$ cat src/rtl/lab1_gate_sweeper_if.sv
// lab1_gate_sweeper_if: control, gate drive and result signals between the sweeper and the board/gate
interface lab1_gate_sweeper_if;
  logic start;
  logic abort;
  logic gate_a;
  logic gate_b;
  logic gate_c;
  logic [1:0] vec_idx;
  logic busy;
  logic done;
  logic pass;
  logic [3:0] fail_mask;
  logic [2:0] err_count;
  modport master (
    input start, abort, gate_c,
    output gate_a, gate_b, vec_idx, busy, done, pass, fail_mask, err_count
  );
  modport slave (
    output start, abort, gate_c,
    input gate_a, gate_b, vec_idx, busy, done, pass, fail_mask, err_count
  );
endinterface

$ cat src/rtl/lab1_gate_sweeper.sv
// lab1_gate_sweeper: drives all four input vectors into a 2-input gate and checks its output against a truth table
module lab1_gate_sweeper #(
  parameter logic [3:0] EXPECT = 4'b1110,
  parameter int SETTLE = 2,
  parameter int DWELL = 12000000
) (
  input logic clk,
  input logic rst,
  lab1_gate_sweeper_if.master bus
);
  typedef enum logic [2:0] {IDLE, DRIVE, SETTLE_S, SAMPLE, DWELL_S, DONE} state_t;
  localparam logic [7:0] SETTLE_LAST = 8'(SETTLE - 1);
  localparam logic [23:0] DWELL_LAST = 24'(DWELL - 1);
  state_t state;
  logic [7:0] settle_cnt;
  logic [23:0] dwell_cnt;
  always_ff @(posedge clk) begin
    if (rst) begin
      state <= IDLE;
      settle_cnt <= '0;
      dwell_cnt <= '0;
      bus.gate_a <= 1'b0;
      bus.gate_b <= 1'b0;
      bus.vec_idx <= '0;
      bus.fail_mask <= '0;
      bus.err_count <= '0;
      bus.busy <= 1'b0;
      bus.done <= 1'b0;
      bus.pass <= 1'b0;
    end else if (bus.abort) begin
      state <= IDLE;
      bus.gate_a <= 1'b0;
      bus.gate_b <= 1'b0;
      bus.vec_idx <= '0;
      bus.busy <= 1'b0;
      bus.done <= 1'b0;
      bus.pass <= 1'b0;
    end else begin
      case (state)
        IDLE, DONE: if (bus.start) begin
          state <= DRIVE;
          bus.vec_idx <= '0;
          bus.fail_mask <= '0;
          bus.err_count <= '0;
          bus.busy <= 1'b1;
          bus.done <= 1'b0;
          bus.pass <= 1'b0;
        end
        DRIVE: begin
          bus.gate_a <= bus.vec_idx[1];
          bus.gate_b <= bus.vec_idx[0];
          settle_cnt <= '0;
          state <= SETTLE_S;
        end
        SETTLE_S: begin
          settle_cnt <= settle_cnt + 8'd1;
          if (settle_cnt == SETTLE_LAST) state <= SAMPLE;
        end
        SAMPLE: begin
          if (bus.gate_c != EXPECT[bus.vec_idx]) begin
            bus.fail_mask[bus.vec_idx] <= 1'b1;
            bus.err_count <= bus.err_count + 3'd1;
          end
          dwell_cnt <= '0;
          state <= DWELL_S;
        end
        DWELL_S: begin
          dwell_cnt <= dwell_cnt + 24'd1;
          if (dwell_cnt == DWELL_LAST) begin
            if (bus.vec_idx == 2'd3) begin
              state <= DONE;
              bus.busy <= 1'b0;
              bus.done <= 1'b1;
              bus.pass <= (bus.fail_mask == 4'd0);
            end else begin
              bus.vec_idx <= bus.vec_idx + 2'd1;
              state <= DRIVE;
            end
          end
        end
        default: state <= IDLE;
      endcase
    end
  end
endmodule
$ cat src/flat_wrapper.sv
// flat-port wrapper written by rule: the top's interface ports become plain ports
module lab1_gate_sweeper_flat 
#(
  parameter logic [3:0] EXPECT = 4'b1110,
  parameter int SETTLE = 2,
  parameter int DWELL = 12000000
)
  (clk, rst, bus_start, bus_abort, bus_gate_c, bus_gate_a, bus_gate_b, bus_vec_idx, bus_busy, bus_done, bus_pass, bus_fail_mask, bus_err_count);
  lab1_gate_sweeper_if bus_i ();
  input logic clk;
  input logic rst;
  input wire logic [$bits(bus_i.start)-1:0] bus_start;
  input wire logic [$bits(bus_i.abort)-1:0] bus_abort;
  input wire logic [$bits(bus_i.gate_c)-1:0] bus_gate_c;
  output wire logic [$bits(bus_i.gate_a)-1:0] bus_gate_a;
  output wire logic [$bits(bus_i.gate_b)-1:0] bus_gate_b;
  output wire logic [$bits(bus_i.vec_idx)-1:0] bus_vec_idx;
  output wire logic [$bits(bus_i.busy)-1:0] bus_busy;
  output wire logic [$bits(bus_i.done)-1:0] bus_done;
  output wire logic [$bits(bus_i.pass)-1:0] bus_pass;
  output wire logic [$bits(bus_i.fail_mask)-1:0] bus_fail_mask;
  output wire logic [$bits(bus_i.err_count)-1:0] bus_err_count;
  assign bus_i.start = bus_start;
  assign bus_i.abort = bus_abort;
  assign bus_i.gate_c = bus_gate_c;
  assign bus_gate_a = bus_i.gate_a;
  assign bus_gate_b = bus_i.gate_b;
  assign bus_vec_idx = bus_i.vec_idx;
  assign bus_busy = bus_i.busy;
  assign bus_done = bus_i.done;
  assign bus_pass = bus_i.pass;
  assign bus_fail_mask = bus_i.fail_mask;
  assign bus_err_count = bus_i.err_count;
  lab1_gate_sweeper #(.EXPECT(EXPECT), .SETTLE(SETTLE), .DWELL(DWELL)) u_core (.clk(clk), .rst(rst), .bus(bus_i));
endmodule
$ cat config.mk
export PLATFORM = sky130hd
export DESIGN_NAME = lab1_gate_sweeper_flat
export DESIGN_NICKNAME = d
export VERILOG_FILES = /design/src/rtl/lab1_gate_sweeper_if.sv /design/src/rtl/lab1_gate_sweeper.sv /design/src/flat_wrapper.sv
export SDC_FILE = /design/constraint.sdc
export NUM_CORES = 1
export LEC_CHECK = 0
export CORE_MARGIN = 8
export CORE_UTILIZATION = 35
export DETAILED_ROUTE_END_ITERATION = 6
export GPL_TIMING_DRIVEN = 0
export PLACE_DENSITY = 0.66
export SLEW_MARGIN = 5
export SYNTH_ARGS = -nofsm -noshare
export SYNTH_HDL_FRONTEND = slang
export SYNTH_SLANG_ARGS = --single-unit
$ cat constraint.sdc
create_clock -name clk -period 1.7 [get_ports clk]
set_clock_uncertainty 0.1 [all_clocks]
set_input_delay 0.17 -clock clk [delete_from_list [all_inputs] [get_ports clk]]
set_output_delay 0.17 -clock clk [all_outputs]
set_load 0.05 [all_outputs]
=== Word-level counts from Yosys, hierarchy flattened ===
Index checks and enable logic that the tools add are counted.

* Flip-flop bits (word level): 49
* Bits in latches: 0
* RAM bits: 0
* Memory bits (read-only): 0
* Input bits: 5
* Output and inout port bits: 14
* Logic and storage cells: 81
* Memories kept: 0

* Add/sub/neg operators: 4
* Multipliers: 0
* Divide/modulo/power cells: 0
* Order comparisons: 2
* Equal/unequal tests: 15
* Shifts and indexed selects: 0
* Muxes and demuxes: 32
* Bitwise operators: 2
* Reductions and logical operators: 15

{| class="wikitable"
|+ Operators with widths
! kind !! number
|-
| one-hot mux 24 bit (2 select lines) || 1
|-
| adder 24 x 1 -> 24 bit, second input constant || 1
|-
| equality test 24 bit, second input constant || 1
|-
| 2-to-1 mux 3 bit || 6
|-
| one-hot mux 8 bit (2 select lines) || 1
|-
| one-hot mux 3 bit (5 select lines) || 1
|-
| AND reduction 4 bit || 3
|-
| 2-to-1 mux 1 bit || 10
|-
| adder 8 x 1 -> 8 bit, second input constant || 1
|-
| equality test 8 x 1 -> 1 bit, second input constant || 1
|-
| 2-to-1 mux 4 bit || 2
|-
| != test 2 x 1 -> 1 bit, second input constant || 4
|-
| one-hot mux 4 bit (2 select lines) || 1
|-
| nonzero test 2 bit || 4
|-
| equality test 3 x 2 -> 1 bit, second input constant || 2
|-
| equality test 3 bit, second input constant || 2
|-
| 2-to-1 mux 2 bit || 3
|-
| one-hot mux 1 bit (2 select lines) || 3
|-
| one-hot mux 3 bit (2 select lines) || 1
|-
| zero test 4 bit || 1
|-
| != test 2 bit, second input constant || 2
|-
| OR 4 bit || 1
|-
| one-hot mux 2 bit (2 select lines) || 1
|-
| AND reduction 2 bit || 2
|-
| 14 further kinds || 15
|}

=== Depth between registers and ports, before layout ===
Gate-level depths: netlist of the first run.

* Word-level depth: 7
* Depth in mapped cells: 6
* Mapped depth without buffers: 6

=== Worst setup path after synthesis of the first run ===
OpenSTA, ideal clock, no wires.

* Kind: flip-flop to flip-flop
* Start: register u_core.bus.vec_idx[0]
* End: register u_core.bus.err_count[2]
* Setup time: 71 ps
* Data arrival time: 1927 ps
* Required time: 1529 ps
* Path slack: -398 ps
* Stages on the path, launching flop included: 7
* Buffers on the path: 0
* Period minus slack after synthesis: 2098 ps
* Cell sequence: dfxtp_1 -> inv_1 -> ha_1 -> xor2_1 -> a2bb2oi_1 -> or4_1 -> a21oi_1

* Cells in the longest elaborated chain, start to end: 5

{| class="wikitable"
|+ RTL lines
! item !! RTL line !! RTL
|-
| start, declared || lab1_gate_sweeper_if.sv:16 || <nowiki>output gate_a, gate_b, vec_idx, busy, done, pass, fail_mask, err_count</nowiki>
|-
| start signal, assigned || lab1_gate_sweeper.sv:76 || <nowiki>bus.vec_idx <= bus.vec_idx + 2'd1;</nowiki>
|-
| binary-select mux 1 bit (select 2 bit) || lab1_gate_sweeper.sv:60 || <nowiki>if (bus.gate_c != EXPECT[bus.vec_idx]) begin</nowiki>
|-
| 2-to-1 mux 1 bit (implied by the code) || lab1_gate_sweeper.sv:60 ||
|-
| != test 1 bit || lab1_gate_sweeper.sv:60 ||
|-
| != test 2 x 1 -> 1 bit (no source line) || - ||
|-
| AND reduction 4 bit (no source line) || - ||
|-
| end signal, assigned || lab1_gate_sweeper.sv:62 || <nowiki>bus.err_count <= bus.err_count + 3'd1;</nowiki>
|-
| end, declared || lab1_gate_sweeper_if.sv:16 ||
|}

No other way between the ends. The select of a mux whose other input is x is not followed.
A chain may end at the register's enable or synchronous reset.

=== Worst setup path in the final report of the first run ===
* Start: register u_core.state[1]
* End: register u_core.dwell_cnt[12]

* Cells in the longest elaborated chain, start to end: 3
* Elaborated cells on any way between the ends: 5
* Those cells by class: 2 x eq/ne; 1 x mux; 2 x reduce/logical

{| class="wikitable"
|+ RTL lines
! item !! RTL line !! RTL
|-
| start, declared || lab1_gate_sweeper.sv:14 || <nowiki>state_t state;</nowiki>
|-
| start signal, assigned || lab1_gate_sweeper.sv:19 || <nowiki>state <= IDLE;</nowiki>
|-
| start signal, assigned || lab1_gate_sweeper.sv:31 || <nowiki>state <= IDLE;</nowiki>
|-
| start signal, assigned || lab1_gate_sweeper.sv:41 || <nowiki>state <= DRIVE;</nowiki>
|-
| equality test 3 x 2 -> 1 bit / equality test 3 bit (equally long branches) || lab1_gate_sweeper.sv:39 || <nowiki>case (state)</nowiki>
|-
| nonzero test 2 bit (no source line) || - ||
|-
| AND reduction 2 bit (no source line) || - ||
|-
| end signal, assigned || lab1_gate_sweeper.sv:68 || <nowiki>dwell_cnt <= dwell_cnt + 24'd1;</nowiki>
|-
| end, declared || lab1_gate_sweeper.sv:16 || <nowiki>logic [23:0] dwell_cnt;</nowiki>
|}

Several ways; a longest one is shown, not always the timed one.

==> impl_metrics.json, run 1 <==
{
  "run_status": "finished with violations",
  "failed_checks": "negative setup slack",
  "critPathArrivalTime_ns": 1.92,
  "peakVddDrop_v": 0.000303,
  "finalNonFillerCells": 459,
  "timing.final.crit_share": 1.04,
  "cts_buffers": 5,
  "worst-slew-pin-transition_ns": 0.499,
  "placeableCoreArea_sq_um": 7180,
  "count_of_nets_left_with_antenna_violations_after_detail_routing": 0,
  "max_freq_ghz": 0.564,
  "vias": 2478,
  "die_height_um": 102,
  "asyncSetResetFlopFracSynth": 0,
  "setup.worst_path.end_class": "flip-flop",
  "clock_tree_from_tritoncts": "done",
  "die-width_um": 102,
  "floorplan.initialDensity": 0.358,
  "critical_path.max_fanout": 6,
  "antenna_found_initial": 0,
  "antenna_cells_inserted": 0,
  "cts.clk_slew.worst_paths_ns": 0.10,
  "top_level_ports": 19,
  "grt_start_max_net_pins": 16,
  "route.detailed.drc": 0,
  "finalNetCount": 372,
  "first_iter_violations": 71,
  "worst-setup-path-type": "flip-flop to flip-flop",
  "worstSkewPairLatency_ns": 0.31,
  "grtUsageTotal": 0.127,
  "postSynthNetCount": 309,
  "buffer_ports.inserted": 17,
  "worstSetupStartpointType": "flip-flop",
  "hold_violations": 0,
  "first_pass_iters": 4,
  "syn-cell-area_sq_um": 2570,
  "power_density_nw_per_um2": 560,
  "overflow": 0,
  "post-route-min-period_ns": 1.77,
  "yosysSeqAreaShare": 0.382,
  "fp-row-count": 31,
  "via_count_of_the_first_global_routing_pass": 2293,
  "yosys_warn_count": 0,
  "hold_path_class": "input pin to flip-flop",
  "layout-area-overhead-vs-synth_pct": 39.7,
  "worst_ep_required_time_ns": 1.85,
  "setup_viol_count_final": 12,
  "postRouteWirelength_mm": 6.68,
  "fp.dieArea_sq_um": 10300,
  "first_pass_grt_wire_length_mm": 10.7,
  "whs_ns": 0.0852,
  "synthesis.area_per_instance_sq_um": 8.67,
  "clock_tree.root_cell": "clkbuf_8",
  "number_of_slew_limit_violations_in_the_final_report": 0,
  "worst_slack_ns": -0.0721,
  "largest_buffer_count_on_any_clock_path": 2,
  "tritoncts_num_sinks": 49,
  "ctsHtreeMaxLevel": 2,
  "routabilityCongestion": 0.812,
  "tightest_slew_margin_relative_to_the_limit": 0.669,
  "rsz_0062_raised_after_global_routing": "yes",
  "number_of_synthesized_flops_with_an_enable_pin": 0,
  "synth-seq-cells": 49,
  "syn-instance-count": 296,
  "leakage_uw": 0.00130,
  "fin_util": 0.500,
  "synth_flop_cell": "dfxtp_1",
  "drive_above_1_share": 0.339,
  "wl_per_cell_um": 14.6,
  "detailedPlacementHpwl_mm": 4.21,
  "placedCellCount": 412,
  "synth.distinct_cells": 48,
  "cap_viol_max_count": 0,
  "average_vias_per_placed_instance": 5.40,
  "cts_hold_repair.buffers": 0
}
-- worst max-delay path, stage by stage (launching register included) --
cell and delay (ns):
dfxtp_4 0.38, nor4b_4 0.35, buf_4 0.19, o2111ai_4 0.14
or4_1 0.49, nand2_1 0.07
-- stage by stage --
stage	total power (uW)	area, sq um	setup TNS (ns)	setup slack, ns
2_1_floorplan	1270	2610	-0.102	-0.0513
3_3_place_gp	1310	2910	-5.79	-0.334
3_5_place_dp	1310	2910	-6.61	-0.338
4_1_cts	2020	3350	-0.852	-0.104
5_1_grt	2070	3590	-1.83	-0.147
6_report	2010	3590	-0.604	-0.0721
-- area by class of cell --
type | count | area [sq um]
fill | 673 | 3590
multi-input combinational | 222 | 1700
sequential | 49 | 1030
timing repair buffer | 59 | 492
tap | 99 | 124
buffer | 13 | 119
clock buffer | 6 | 72.6
inverter | 9 | 36.3
clock inverter | 2 | 13.8
-- cells by family after synthesis --
kind of cell | synth area share
AND/OR/NAND/NOR | 0.270
AO/OA/AOI/OAI | 0.204
flip-flops | 0.382
buffers and inverters | 0.0492
XOR/XNOR | 0.0443
adder cells (fa/ha/maj) | 0.0390
multiplexers | 0.0117
-- Yosys cell counts (4+ instances only) --
cell type / count / area (sq um)
o211ai_1: 6 / 45.0
a21oi_1: 28 / 140
nand2_1: 18 / 67.6
inv_1: 9 / 33.8
nand3_1: 6 / 30.0
or3_1: 7 / 43.8
nor4b_1: 4 / 35.0
o21a_1: 6 / 45.0
buf_2: 5 / 25.0
o21ai_0: 10 / 50.1
nor2_1: 25 / 93.8
ha_1: 8 / 100
or4_1: 15 / 113
o31ai_1: 12 / 90.1
nand4_1: 10 / 62.6
a31oi_1: 5 / 31.3
and4_1: 4 / 35.0
dfxtp_1: 49 / 981
clkbuf_1: 6 / 22.5
xor2_1: 12 / 105
nor3_1: 4 / 20.0
and3_1: 5 / 31.3
-- per-layer routing --
layer | global-route usage | part of all wire | vias up
met5 | 0 | 0 | -
met4 | 0.0389 | 0.010 | 0
met3 | 0.0247 | 0.031 | 5
met2 | 0.229 | 0.50 | 26
met1 | 0.145 | 0.46 | 1223
li1 | - | - | 1224
-- sequential cells by signal, summed over array words and instances (netlist names) --
register,flops
u_core.state,3
u_core.dwell_cnt,24
u_core.bus.pass,1
u_core.bus.fail_mask,4
u_core.bus.done,1
u_core.bus.gate_a,1
u_core.bus.gate_b,1
u_core.bus.busy,1
u_core.settle_cnt,8
u_core.bus.vec_idx,2
u_core.bus.err_count,3
-- where the power goes --
group	internal (uW)	switching, uW	leakage, uW	total (uW)
clock network	295	418	0.0000456	712
logic	60.1	92.3	0.000847	152
registers	1140	7.29	0.000408	1140
total	1490	517	0.00130	2010
-- what timing repair did --
| action | CTS | global route |
|---|---|---|
| pin swaps | 21 | 20 |
| resized for setup | 62 | 42 |
| setup buffers | 28 | 14 |
| cloned | 1 | 0 |
| endpoints found under the hold margin | 0 | 0 |
| setup endpoints to repair | 55 | 36 |
-- path summary, 6_finish.rpt --
path	startpoint	end	slack, ns	depth (start not counted)
min reg2reg	u_core.bus.done	u_core.bus.done	0.37	2
max	u_core.state[1]	u_core.dwell_cnt[12]	-0.07	5
min	bus_abort	u_core.bus.err_count[2]	0.09	3
max reg2reg	u_core.state[1]	u_core.dwell_cnt[12]	-0.07	5
-- cell usage in the layout, fill, tap and decap left out, drive strengths merged, types with 11 or more instances in the layout --
cell type	instances
buf	50
dfxtp	49
a21oi	28
nor2	25
nand2	18
or4	15
dlygate4sd2	14
xor2	12
o31ai	12
o21ai	12
clkbuf	11
No activity file was read; power rests on OpenSTA's default activity.
==> run 2, diff against run 1 <==
- PLACE_DENSITY: 0.66 -> 0.58
- SLEW_MARGIN: 5 -> not set
==> impl_metrics.json, run 2 (same netlist as run 1, synthesis figures left out) <==
{
  "run_status": "finished with violations",
  "failed_checks": "negative setup slack",
  "whs_path_depth": 3,
  "grtUsageTotal": 0.127,
  "timing.hold.worst.start": "bus_abort",
  "power_density_nw_per_um2": 540,
  "largest_register_ffs": 24,
  "worstSetupStartpointType": "flip-flop",
  "largest_buffer_count_on_any_clock_path": 2,
  "register_containing_the_most_flip_flops_in_the_final_layout": "u_core.dwell_cnt",
  "whs_ns": 0.0948,
  "r2r_setup_slack_ns": -0.08,
  "die-width_um": 102,
  "layout-area-overhead-vs-synth_pct": 42.0,
  "tritoncts_num_sinks": 49,
  "number_of_slew_limit_violations_in_the_final_report": 0,
  "cts.clk_slew.worst_paths_ns": 0.09,
  "placement.setup.worst_slack_ns": -0.422,
  "setup.worst_path.end_class": "flip-flop",
  "hold_violations": 0,
  "fp.dieArea_sq_um": 10300,
  "average_vias_per_placed_instance": 5.39,
  "worst_r2r_path_depth": 6,
  "antenna_found_initial": 0,
  "wl_per_cell_um": 14.5,
  "worst-setup-path-type": "flip-flop to flip-flop",
  "timing.hold.worst_endpoint": "u_core.bus.err_count[2]",
  "area_of_the_multi_input_gates_sq_um": 1750,
  "count_of_nets_left_with_antenna_violations_after_detail_routing": 0,
  "timing.final.crit_share": 1.05,
  "floorplan.initialDensity": 0.358,
  "r2r-start": "u_core.state[0]",
  "finalNetCount": 369,
  "worst_ep_required_time_ns": 1.84,
  "antenna_cells_inserted": 0,
  "peakVddDrop_v": 0.000457,
  "commonest_non_fill_non_tap_cells_in_the_layout": "29 x dfxtp_1, 28 x buf_4, 25 x nor2_1",
  "worst_slack_ns": -0.0817,
  "grt_start_max_net_pins": 14,
  "vias": 2460,
  "fill_cells": 684,
  "critPathArrivalTime_ns": 1.92,
  "fp-row-count": 31,
  "rr_endpoint": "u_core.dwell_cnt[12]",
  "post-route-min-period_ns": 1.78,
  "die_height_um": 102,
  "overflow": 0,
  "worstSkewPairLatency_ns": 0.30,
  "placeableCoreArea_sq_um": 7180,
  "clock_tree_from_tritoncts": "done",
  "routabilityCongestion": 0.783,
  "worst-slew-pin-transition_ns": 0.493,
  "top_level_ports": 19,
  "hold_path_class": "input pin to flip-flop",
  "final-seq-area_sq_um": 1030,
  "cts_hold_repair.buffers": 0,
  "cts_buffers": 5,
  "buffer_ports.inserted": 17,
  "drive_above_1_share": 0.339,
  "via_count_of_the_first_global_routing_pass": 2276,
  "detailedPlacementHpwl_mm": 4.19,
  "first_pass_iters": 4,
  "setup_viol_count_final": 12,
  "first_iter_violations": 59,
  "leakage_uw": 0.00131,
  "ctsHtreeMaxLevel": 2,
  "rsz_0062_raised_after_global_routing": "yes",
  "route.detailed.drc": 0,
  "critical_path.max_fanout": 6,
  "tightest_slew_margin_relative_to_the_limit": 0.672,
  "finalNonFillerCells": 456,
  "placedCellCount": 412,
  "max_freq_ghz": 0.561,
  "biggestRegsByFlops": "u_core.dwell_cnt (24), u_core.settle_cnt (8), u_core.bus.fail_mask (4)",
  "post-layout-total-power_uw": 1970,
  "cap_viol_max_count": 0,
  "first_pass_grt_wire_length_mm": 10.6,
  "postRouteWirelength_mm": 6.59,
  "layout.cells.most_common": "dfxtp_1",
  "clock_tree.root_cell": "clkbuf_8",
  "tns_ns": -0.526
}
-- run 2: changes by cell type in the layout (fill, tap and decap cells not counted), sizes merged --
| cell | before | now |
|---|---|---|
| buf | 50 | 46 |
| inv | 10 | 9 |
| clkbuf | 11 | 14 |
| clkinv | 1 | 0 |
-- run 2: through the flow --
step / util / area (sq um)
2_1_floorplan: - / 2610
3_3_place_gp: 0.405 / 2910
3_5_place_dp: 0.405 / 2910
4_1_cts: 0.465 / 3330
5_1_grt: 0.508 / 3650
6_report: 0.508 / 3650
-- run 2: area by class of cell --
cell class | count | share of cell area
Multi-Input combinational cell | 222 | 0.480
Clock buffer | 8 | 0.0220
Timing Repair Buffer | 54 | 0.133
Buffer | 15 | 0.0371
Sequential cell | 49 | 0.283
Inverter | 9 | 0.00995
Tap cell | 99 | 0.0340
-- run 2: critical path: stages, from the launching register on --
cell and delay (ns):
dfxtp_4 0.38, nor4b_4 0.26, buf_4 0.19, buf_6 0.11, o2111ai_4 0.13, or4_1 0.48
nand2_1 0.07
-- run 2: layer usage --
metal / vias to the layer above / wire length, um / global-route usage
met4: 0 / 118 / 0.0481
met3: 8 / 222 / 0.0268
met1: 1194 / 3020 / 0.154
li1: 1224 / - / -
met2: 34 / 3230 / 0.215
met5: - / 0 / 0
-- run 2: how the worst max path moves through the flow --
stage                                   end             startpoint
floorplan           u_core.bus.err_count[2]  u_core.bus.vec_idx[1]
global placement    u_core.bus.fail_mask[2]              bus_start
detailed placement  u_core.bus.fail_mask[3]              bus_start
CTS                         u_core.state[0]    u_core.dwell_cnt[1]
global route           u_core.dwell_cnt[12]        u_core.state[0]
finish                 u_core.dwell_cnt[12]        u_core.state[0]
-- run 2: where the power goes --
group          total [uW]  switching, uW  internal [uW]  leakage (uW)
registers            1140           7.75           1140      0.000409
logic                 145           90.8           54.2      0.000859
clock network         679            385            294     0.0000395
total                1970            484           1490       0.00131
-- run 2: timing repair --
item,4_1_cts,5_1_grt
setup buffers,27,9
pin swaps,13,20
resized for setup,61,55
gates cloned,0,1
endpoints found under the hold margin,0,0
endpoints found under the setup margin,55,42
==> run 3, diff against run 2 <==
- CTS_CLUSTER_SIZE: not set -> 8
- MAX_ROUTING_LAYER: not set -> met4
==> impl_metrics.json, run 3 (same netlist as run 1, synthesis figures left out) <==
{
  "run_status": "finished with violations",
  "failed_checks": "negative setup slack",
  "timing.final.crit_share": 1.05,
  "first_pass_iters": 4,
  "first_pass_grt_wire_length_mm": 10.6,
  "antenna_cells_inserted": 0,
  "worst_ep_required_time_ns": 1.84,
  "tritoncts_num_sinks": 49,
  "antenna_found_initial": 0,
  "route.detailed.drc": 0,
  "number_of_slew_limit_violations_in_the_final_report": 0,
  "whs_ns": 0.0932,
  "drive_above_1_share": 0.339,
  "fill_cells": 684,
  "grt_start_max_net_pins": 14,
  "grtUsageTotal": 0.131,
  "rsz_0062_raised_after_global_routing": "yes",
  "finalNetCount": 369,
  "layout-area-overhead-vs-synth_pct": 42.0,
  "worstSkewPairLatency_ns": 0.30,
  "clock_tree_from_tritoncts": "done",
  "placement.setup.worst_slack_ns": -0.422,
  "setup_viol_count_final": 12,
  "via_count_of_the_first_global_routing_pass": 2276,
  "register_containing_the_most_flip_flops_in_the_final_layout": "u_core.dwell_cnt",
  "routabilityCongestion": 0.793,
  "hold_violations": 0,
  "largest_register_ffs": 24,
  "vias": 2467,
  "setup.worst_path.end_class": "flip-flop",
  "commonest_non_fill_non_tap_cells_in_the_layout": "29 x dfxtp_1, 28 x buf_4, 25 x nor2_1",
  "count_of_nets_left_with_antenna_violations_after_detail_routing": 0,
  "biggestRegsByFlops": "u_core.dwell_cnt (24), u_core.settle_cnt (8), u_core.bus.fail_mask (4)",
  "worst_slack_ns": -0.0808,
  "first_iter_violations": 62,
  "top_level_ports": 19,
  "tns_ns": -0.494,
  "cts_hold_repair.buffers": 0,
  "post-route-min-period_ns": 1.78,
  "average_vias_per_placed_instance": 5.41,
  "hold_path_class": "input pin to flip-flop",
  "final_design_area_no_fill_sq_um": 3650,
  "power_density_nw_per_um2": 540,
  "fin_util": 0.508,
  "buffer_ports.inserted": 17,
  "max_freq_ghz": 0.562,
  "clock_tree.root_cell": "clkbuf_8",
  "layout.cells.most_common": "dfxtp_1",
  "ctsHtreeMaxLevel": 2,
  "placedInstanceArea_sq_um": 2910,
  "cts.clk_slew.worst_paths_ns": 0.09,
  "fp-row-count": 31,
  "detailedPlacementHpwl_mm": 4.19,
  "overflow": 0,
  "peakVddDrop_v": 0.000458,
  "critPathArrivalTime_ns": 1.92,
  "worst-setup-path-type": "flip-flop to flip-flop",
  "wl_per_cell_um": 14.5,
  "cap_viol_max_count": 0,
  "fp.dieArea_sq_um": 10300,
  "cts_buffers": 5,
  "worst-slew-pin-transition_ns": 0.493,
  "largest_buffer_count_on_any_clock_path": 2,
  "critical_path.max_fanout": 6,
  "worstSetupStartpointType": "flip-flop",
  "placeableCoreArea_sq_um": 7180,
  "postRouteWirelength_mm": 6.61,
  "die-width_um": 102,
  "die_height_um": 102,
  "floorplan.initialDensity": 0.358,
  "tightest_slew_margin_relative_to_the_limit": 0.672,
  "leakage_uw": 0.00131
}
==> run 3: per-stage QoR <==
stage | instances | power [uW]
4_1_cts | 446 | 1990
6_report | 456 | 1970
3_5_place_dp | 412 | 1320
2_1_floorplan | 296 | 1270
3_3_place_gp | 412 | 1310
5_1_grt | 456 | 2040
==> run 3: area by class of cell <==
class	count	area [sq um]	area share
plain buffers	15	135	0.0371
clock buffers	8	80.1	0.0220
inverters	9	36.3	0.00995
multi-input cells	222	1750	0.480
flip-flops and latches	49	1030	0.283
well taps	99	124	0.0340
repair buffers	54	485	0.133
==> run 3: routing by layer <==
layer / wire [um] / GRT usage / up-vias
met5: 0 / - / -
met4: 121 / 0.0481 / 0
met3: 214 / 0.0254 / 8
met2: 3230 / 0.215 / 35
met1: 3040 / 0.155 / 1201
li1: - / - / 1223
==> run 3: worst paths after layout <==
kind	slack, ns	end	cells past startpoint	from
worst max-delay path	-0.08	u_core.dwell_cnt[12]	6	u_core.state[0]
worst max register to register	-0.08	u_core.dwell_cnt[12]	6	u_core.state[0]
worst min-delay path	0.09	u_core.bus.err_count[2]	3	bus_abort
worst min register to register	0.36	u_core.bus.done	2	u_core.bus.done
==> run 3: worst max-delay path: stages (launching register included) <==
cell and delay [ns]:
dfxtp_4 0.38, nor4b_4 0.26, buf_4 0.19, buf_6 0.11, o2111ai_4 0.13, or4_1 0.48
nand2_1 0.07
==> run 3: power breakdown <==
group | switching [uW] | internal (uW) | total, uW
clock network | 386 | 294 | 679
registers | 7.75 | 1140 | 1140
logic | 90.9 | 54.2 | 145
total | 484 | 1490 | 1970
==> run 3: what timing repair did <==
action / in CTS / in global routing
setup buffers: 27 / 9
gates cloned: 0 / 1
endpoints found under the setup margin: 55 / 42
resized for setup: 61 / 55
pin swaps: 13 / 20
